## src/rtl/cpu_mon_pkg.sv

```systemverilog
// rtl/cpu_mon_pkg.sv - shared state encoding, exit syscall and saturating increment for the run monitor
package cpu_mon_pkg;

  localparam logic [1:0] ST_IDLE  = 2'd0;
  localparam logic [1:0] ST_RUN   = 2'd1;
  localparam logic [1:0] ST_CHECK = 2'd2;
  localparam logic [1:0] ST_DONE  = 2'd3;

  localparam logic [31:0] SYSCALL_EXIT = 32'h0000_000C;

  function automatic logic [31:0] sat_inc(input logic [31:0] v);
    return (v == 32'hFFFF_FFFF) ? v : v + 32'd1;
  endfunction

endpackage

```

## src/rtl/pc_trace_buf.sv

```systemverilog
// rtl/pc_trace_buf.sv - ring of recent fetch PCs with saturating fill count and newest-relative read
module pc_trace_buf #(
  parameter  int ADDR_W = 32,
  parameter  int DEPTH  = 16,
  localparam int IDX_W  = $clog2(DEPTH)
) (
  input  logic              clk,
  input  logic              reset,
  input  logic              clear,
  input  logic              push,
  input  logic [ADDR_W-1:0] push_pc,
  input  logic [IDX_W-1:0]  rd_idx,
  output logic [ADDR_W-1:0] rd_pc,
  output logic [IDX_W:0]    count
);

  logic [ADDR_W-1:0] ring_q [DEPTH];
  logic [IDX_W-1:0]  wptr_q, wptr_d;
  logic [IDX_W:0]    count_q, count_d;
  logic [IDX_W-1:0]  rd_ptr;

  always_comb begin
    wptr_d  = wptr_q;
    count_d = count_q;
    if (clear) begin
      wptr_d  = '0;
      count_d = '0;
    end else if (push) begin
      wptr_d = wptr_q + IDX_W'(1);
      if (count_q != (IDX_W+1)'(DEPTH))
        count_d = count_q + (IDX_W+1)'(1);
    end
  end

  always_ff @(posedge clk) begin
    if (!reset) begin
      wptr_q  <= '0;
      count_q <= '0;
    end else begin
      wptr_q  <= wptr_d;
      count_q <= count_d;
    end
  end

  // Contents need no reset; only entries below count are meaningful.
  always_ff @(posedge clk) begin
    if (reset && !clear && push)
      ring_q[wptr_q] <= push_pc;
  end

  assign rd_ptr = wptr_q - IDX_W'(1) - rd_idx;
  assign rd_pc  = ring_q[rd_ptr];
  assign count  = count_q;

endmodule

```

## src/rtl/cpu_run_monitor.sv

```systemverilog
// rtl/cpu_run_monitor.sv - detects CPU program end or timeout, checks result values, traces fetch PCs
module cpu_run_monitor
  import cpu_mon_pkg::*;
#(
  parameter  int ADDR_W      = 32,
  parameter  int DATA_W      = 32,
  parameter  int NUM_CHECKS  = 4,
  parameter  int MAX_CYCLES  = 20000,
  parameter  int HALT_STABLE = 4,
  parameter  int TRACE_DEPTH = 16,
  localparam int IDX_W       = $clog2(TRACE_DEPTH)
) (
  input  logic                         clk,
  input  logic                         reset,
  input  logic                         start,
  input  logic [ADDR_W-1:0]            pc,
  input  logic [DATA_W-1:0]            ir,
  input  logic                         instr_valid,
  input  logic [NUM_CHECKS*DATA_W-1:0] chk_data,
  input  logic [NUM_CHECKS*DATA_W-1:0] chk_expect,
  input  logic [IDX_W-1:0]             trace_rd_idx,
  output logic [ADDR_W-1:0]            trace_rd_pc,
  output logic [IDX_W:0]               trace_count,
  output logic [1:0]                   state,
  output logic                         done,
  output logic                         pass,
  output logic                         timeout,
  output logic [31:0]                  cycle_count,
  output logic [31:0]                  instr_count,
  output logic [NUM_CHECKS-1:0]        mismatch_mask
);

  localparam int STALL_W = $clog2(HALT_STABLE) + 1;

  logic [1:0]            state_q, state_d;
  logic                  done_q, done_d, pass_q, pass_d, timeout_q, timeout_d;
  logic [31:0]           cycle_q, cycle_d, instr_q, instr_d;
  logic [NUM_CHECKS-1:0] mask_q, mask_d;
  logic [STALL_W-1:0]    stall_q, stall_d;
  logic [ADDR_W-1:0]     prev_pc_q, prev_pc_d;
  logic                  halt, trace_clear, trace_push;

  always_comb begin
    state_d     = state_q;
    done_d      = done_q;
    pass_d      = pass_q;
    timeout_d   = timeout_q;
    cycle_d     = cycle_q;
    instr_d     = instr_q;
    mask_d      = mask_q;
    stall_d     = stall_q;
    prev_pc_d   = pc;
    halt        = 1'b0;
    trace_clear = 1'b0;
    trace_push  = 1'b0;
    case (state_q)
      ST_RUN: begin
        cycle_d = sat_inc(cycle_q);
        if (instr_valid) begin
          instr_d    = sat_inc(instr_q);
          trace_push = 1'b1;
        end
        stall_d = (pc == prev_pc_q) ? stall_q + STALL_W'(1) : '0;
        halt    = (instr_valid && ir == DATA_W'(SYSCALL_EXIT)) ||
                  (stall_d == STALL_W'(HALT_STABLE - 1));
        // Halt beats the cycle limit when both land in the same cycle.
        if (halt) begin
          state_d = ST_CHECK;
        end else if (cycle_q == 32'(MAX_CYCLES - 1)) begin
          state_d   = ST_DONE;
          done_d    = 1'b1;
          timeout_d = 1'b1;
        end
      end
      ST_CHECK: begin
        for (int k = 0; k < NUM_CHECKS; k++)
          mask_d[k] = chk_data[k*DATA_W +: DATA_W] != chk_expect[k*DATA_W +: DATA_W];
        state_d = ST_DONE;
        done_d  = 1'b1;
        pass_d  = (mask_d == '0);
      end
      default: begin
        if (start) begin
          state_d     = ST_RUN;
          done_d      = 1'b0;
          pass_d      = 1'b0;
          timeout_d   = 1'b0;
          cycle_d     = '0;
          instr_d     = '0;
          mask_d      = '0;
          stall_d     = '0;
          trace_clear = 1'b1;
        end
      end
    endcase
  end

  always_ff @(posedge clk) begin
    if (!reset) begin
      state_q   <= ST_IDLE;
      done_q    <= 1'b0;
      pass_q    <= 1'b0;
      timeout_q <= 1'b0;
      cycle_q   <= '0;
      instr_q   <= '0;
      mask_q    <= '0;
      stall_q   <= '0;
      prev_pc_q <= '0;
    end else begin
      state_q   <= state_d;
      done_q    <= done_d;
      pass_q    <= pass_d;
      timeout_q <= timeout_d;
      cycle_q   <= cycle_d;
      instr_q   <= instr_d;
      mask_q    <= mask_d;
      stall_q   <= stall_d;
      prev_pc_q <= prev_pc_d;
    end
  end

  pc_trace_buf #(
    .ADDR_W (ADDR_W),
    .DEPTH  (TRACE_DEPTH)
  ) u_trace (
    .clk     (clk),
    .reset   (reset),
    .clear   (trace_clear),
    .push    (trace_push),
    .push_pc (pc),
    .rd_idx  (trace_rd_idx),
    .rd_pc   (trace_rd_pc),
    .count   (trace_count)
  );

  assign state         = state_q;
  assign done          = done_q;
  assign pass          = pass_q;
  assign timeout       = timeout_q;
  assign cycle_count   = cycle_q;
  assign instr_count   = instr_q;
  assign mismatch_mask = mask_q;

endmodule

```

## config.mk

```make
export PLATFORM = sky130hd
export DESIGN_NAME = cpu_run_monitor
export DESIGN_NICKNAME = d
export VERILOG_FILES = /design/src/rtl/cpu_mon_pkg.sv /design/src/rtl/pc_trace_buf.sv /design/src/rtl/cpu_run_monitor.sv
export SDC_FILE = /design/constraint.sdc
export NUM_CORES = 1
export LEC_CHECK = 0
export ABC_AREA = 0
export BUFFER_PORTS_ARGS = -buffer_cell sky130_fd_sc_hd__buf_2
export CAP_MARGIN = 20
export CORE_ASPECT_RATIO = 0.8
export CORE_UTILIZATION = 45
export CTS_CLUSTER_DIAMETER = 60
export DETAILED_ROUTE_END_ITERATION = 10
export GPL_TIMING_DRIVEN = 1
export PLACE_DENSITY = 0.69
export SLEW_MARGIN = 20
export SYNTH_ARGS = -nofsm -noshare
export SYNTH_HDL_FRONTEND = slang
export SYNTH_SLANG_ARGS = --single-unit
```

## constraint.sdc

```tcl
create_clock -name clk -period 6.67 [get_ports clk]
set_clock_uncertainty 0.2 [all_clocks]
set_input_delay 1.334 -clock clk [delete_from_list [all_inputs] [get_ports clk]]
set_output_delay 1.334 -clock clk [all_outputs]
set_load 0.05 [all_outputs]
```

==> metrics.md <==
| Metric | Value |
|---|---|
| Outcome | finished clean |
| Clock buffer depth | 3 |
| Hold Crit Depth | 2 |
| Startpoint types | input port |
| Post-synthesis cell area | 26540 µm² |
| Share of layout cells above drive strength 1 | 33.33% |
| Ratio of routed vias to standard cells | 5.662 |
| Hold Crit Endpoint | done |
| Commonest non-fill, non-tap cell in the layout | edfxtp_1 |
| Min Tclk post-route | 5.670 ns |
| Top_reg_cell synth | edfxtp_1 |
| Clk sinks | 629 |
| PortBufs | 437 |
| DP Wirelength | 51600 µm |
| Total chip power | 0.009343 W |
| Endpoints failing hold | 0 |
| Die Wd | 273.5 µm |
| Hold Slack | 0.2666 ns |
| DRC Markers | 0 |
| Maximum vdd drop | 0.2069 mV |
| GR Util met3 | 6.303% |
| FF-to-FF End | u_trace.ring_q[0][13] |
| Post-CTS Resized | 0 |
| Instance count of the mapped netlist | 1699 |
| Row count | 79 |
| Full die area | 59970 µm² |
| M1 GR Usage | 36.05% |
| Starting Density | 45.59% |
| Crit. End Element | output port |
| Met2 Usage GRT | 39.70% |
| R2R Path Start | state[1] |
| Layout area overhead | 20.08% |
| Final period utilization | 85.01% |
| CP Data Arrival Time | 4.14 ns |
| Fin area | 31870 µm² |
| Initial antenna violation count | 15 |
| Max Fclk | 176.4 MHz |
| Final #Nets | 2504 |
| Largest net degree at the start of global routing | 65 |
| Vias | 16870 |
| Library cells used by synthesis | 65 |
| R2r worst-path depth | 7 |
| P_leak | 10.97 nW |
| Iteration-0 DRC Markers | 1400 |
| RSZ-0062 raised after global routing | no |
| Vias in the first global route | 17020 |
| Filler instances | 4674 |
| Fin Setup TNS | 0 ns |
| ANT nets after route | 0 |
| GR peak layer | met2 |
| Most frequent cells in the layout | edfxtp_1, buf_2, xnor2_1, mux4_2, dfxtp_1 |
| Htree depth | 2 |
| Seq/Total Area, Yosys | 66.75% |
| Clk Tree Root Cell | clkbuf_16 |
| Skew-Pair Late Insertion Delay | 0.61 ns |
| Hold buffers post-CTS | 0 |
| I/O pin cnt | 438 |
| GRT Total Usage | 25.19% |
| Critical path peak fanout | 35 |
| Critical path type | input port to output port |
| Final setup fails | 0 |
| Yosys warns | 0 |
| Post-synth net total | 2042 |
| Pre-antenna DRT Iters | 5 |
| Pwr dens | 293.1 nW/µm² |
| Post-CTS setup buffer count | 0 |
| WP data required | 5.14 ns |
| Rel. slew slack | 23.08% |
| Worst Tran Pin Value | 1.148 ns |
| Hold Startpoint | done |
| Area of placed instances | 29980 µm² |
| Register-to-register setup slack | 2.36 ns |
| Core box area | 58220 µm² |
| First-pass GRT wire length | 110700 µm |
| CTS buffer count | 57 |
| GR Overflow Total | 0 |
| Tightest Hold Check Type | flop to flop |
| Max-cap viol count | 0 |
| Gpl congestion | 0.9391 |
| Synth async-reset ratio | 0% |
| Final WL | 75100 µm |
| #FFs+latches synth | 629 |
| Syn avg cell area | 15.62 µm² |
| Number of synthesized flops with an enable pin | 512 |
| Max-slew violations | 0 |
| Wire per inst | 25.20 µm |
| Die H | 219.2 µm |
| CTS tree | yes |
| Clock Pin Slew Worst Setup and Hold Paths | 0.06 ns |
[critical path, cell delays in order]
cell and delay [ns]:
buf_2 0.08, inv_1 0.05, ha_4 0.16, fa_4 0.84
buf_4 0.48, mux4_2 0.40, and2_1 0.17, a211oi_1 0.26
a31oi_1 0.07, buf_2 0.23
[cells in the mapped netlist (8+ instances only)]
cell	number	area (µm²)
inv_1	17	63.81
dfxtp_1	117	2342
nand4_1	57	356.6
a21oi_1	25	125.1
a31oi_1	33	206.5
nand2_1	108	405.4
or3_1	19	118.9
xnor2_1	158	1384
o21ai_0	15	75.07
nor3_1	11	55.05
buf_2	12	60.06
mux4_2	128	2883
nand3_1	35	175.2
a211oi_1	41	307.8
ha_1	14	175.2
and2_1	67	419.2
nor4_1	34	212.7
and4_1	8	70.07
edfxtp_1	512	15370
o211ai_1	10	75.07
nor2_1	87	326.6
or4_1	9	67.56
xor2_1	49	429.2
clkbuf_1	54	202.7
[cells by family after synthesis]
logic type	count (synthesis)	share of synthesized area, %
compound gates	160	4.040
xor+xnor	207	6.830
fa+ha+maj	15	0.7353
buf+inv	91	1.376
flops	629	66.75
mux	133	11.05
simple gates	464	9.220
[state kept, by name, indices dropped and copies added (netlist names)]
signal,count
u_trace.ring_q,512
cycle_count,32
instr_count,32
prev_pc_q,32
u_trace.count,5
mismatch_mask,4
u_trace.wptr_q,4
stall_q,3
state,2
done,1
pass,1
timeout,1
[power by group]
part / internal [W] / switching, W
Clock: 0.00188 / 0.00142
Sequential: 0.00429 / 0.0000321
Combinational: 0.000667 / 0.00106
Total: 0.00684 / 0.00251
[worst max-delay path by stage]
stage / slack [ns] / start / endpoint / cells past startpoint
3_5_place_dp: 1.02 / trace_rd_idx[0] / trace_rd_pc[29] / 10
5_1_grt: 0.89 / trace_rd_idx[0] / trace_rd_pc[25] / 10
6_report: 1.0 / trace_rd_idx[0] / trace_rd_pc[25] / 10
4_1_cts: 1.02 / trace_rd_idx[0] / trace_rd_pc[25] / 10
2_1_floorplan: 0.91 / trace_rd_idx[0] / trace_rd_pc[0] / 9
3_3_place_gp: 1.04 / trace_rd_idx[0] / trace_rd_pc[29] / 10
[per-layer routing]
metal / up-vias / part of all wire (%) / routed length [µm]
met1: 8663 / 44 / 33220
met2: 569 / 47 / 35080
met5: - / 0.15 / 114
li1: 7538 / - / -
met4: 18 / 1.2 / 886
met3: 85 / 7.7 / 5798
[layout make-up]
type | instances | area (µm²) | share of cell area, %
antenna | 3 | 7.507 | 0.02355
clock buffer | 74 | 1553 | 4.871
clock inverter | 32 | 335.3 | 1.052
inverter | 18 | 67.56 | 0.2120
multi-input combinational | 979 | 8652 | 27.14
sequential | 629 | 17720 | 55.58
tap | 769 | 962.2 | 3.019
timing repair buffer | 476 | 2580 | 8.094
[per-stage QoR]
| stage | std cells | utilization, % | setup WS (ns) |
|---|---|---|---|
| floorplan | 1699 | - | 0.9060 |
| global placement | 2871 | 51.49 | 1.040 |
| detailed placement | 2871 | 51.49 | 1.025 |
| CTS | 2977 | 54.74 | 1.017 |
| global route | 2977 | 54.74 | 0.8926 |
| finish | 2980 | 54.75 | 0.9996 |
(Power assumes the default switching activity.)
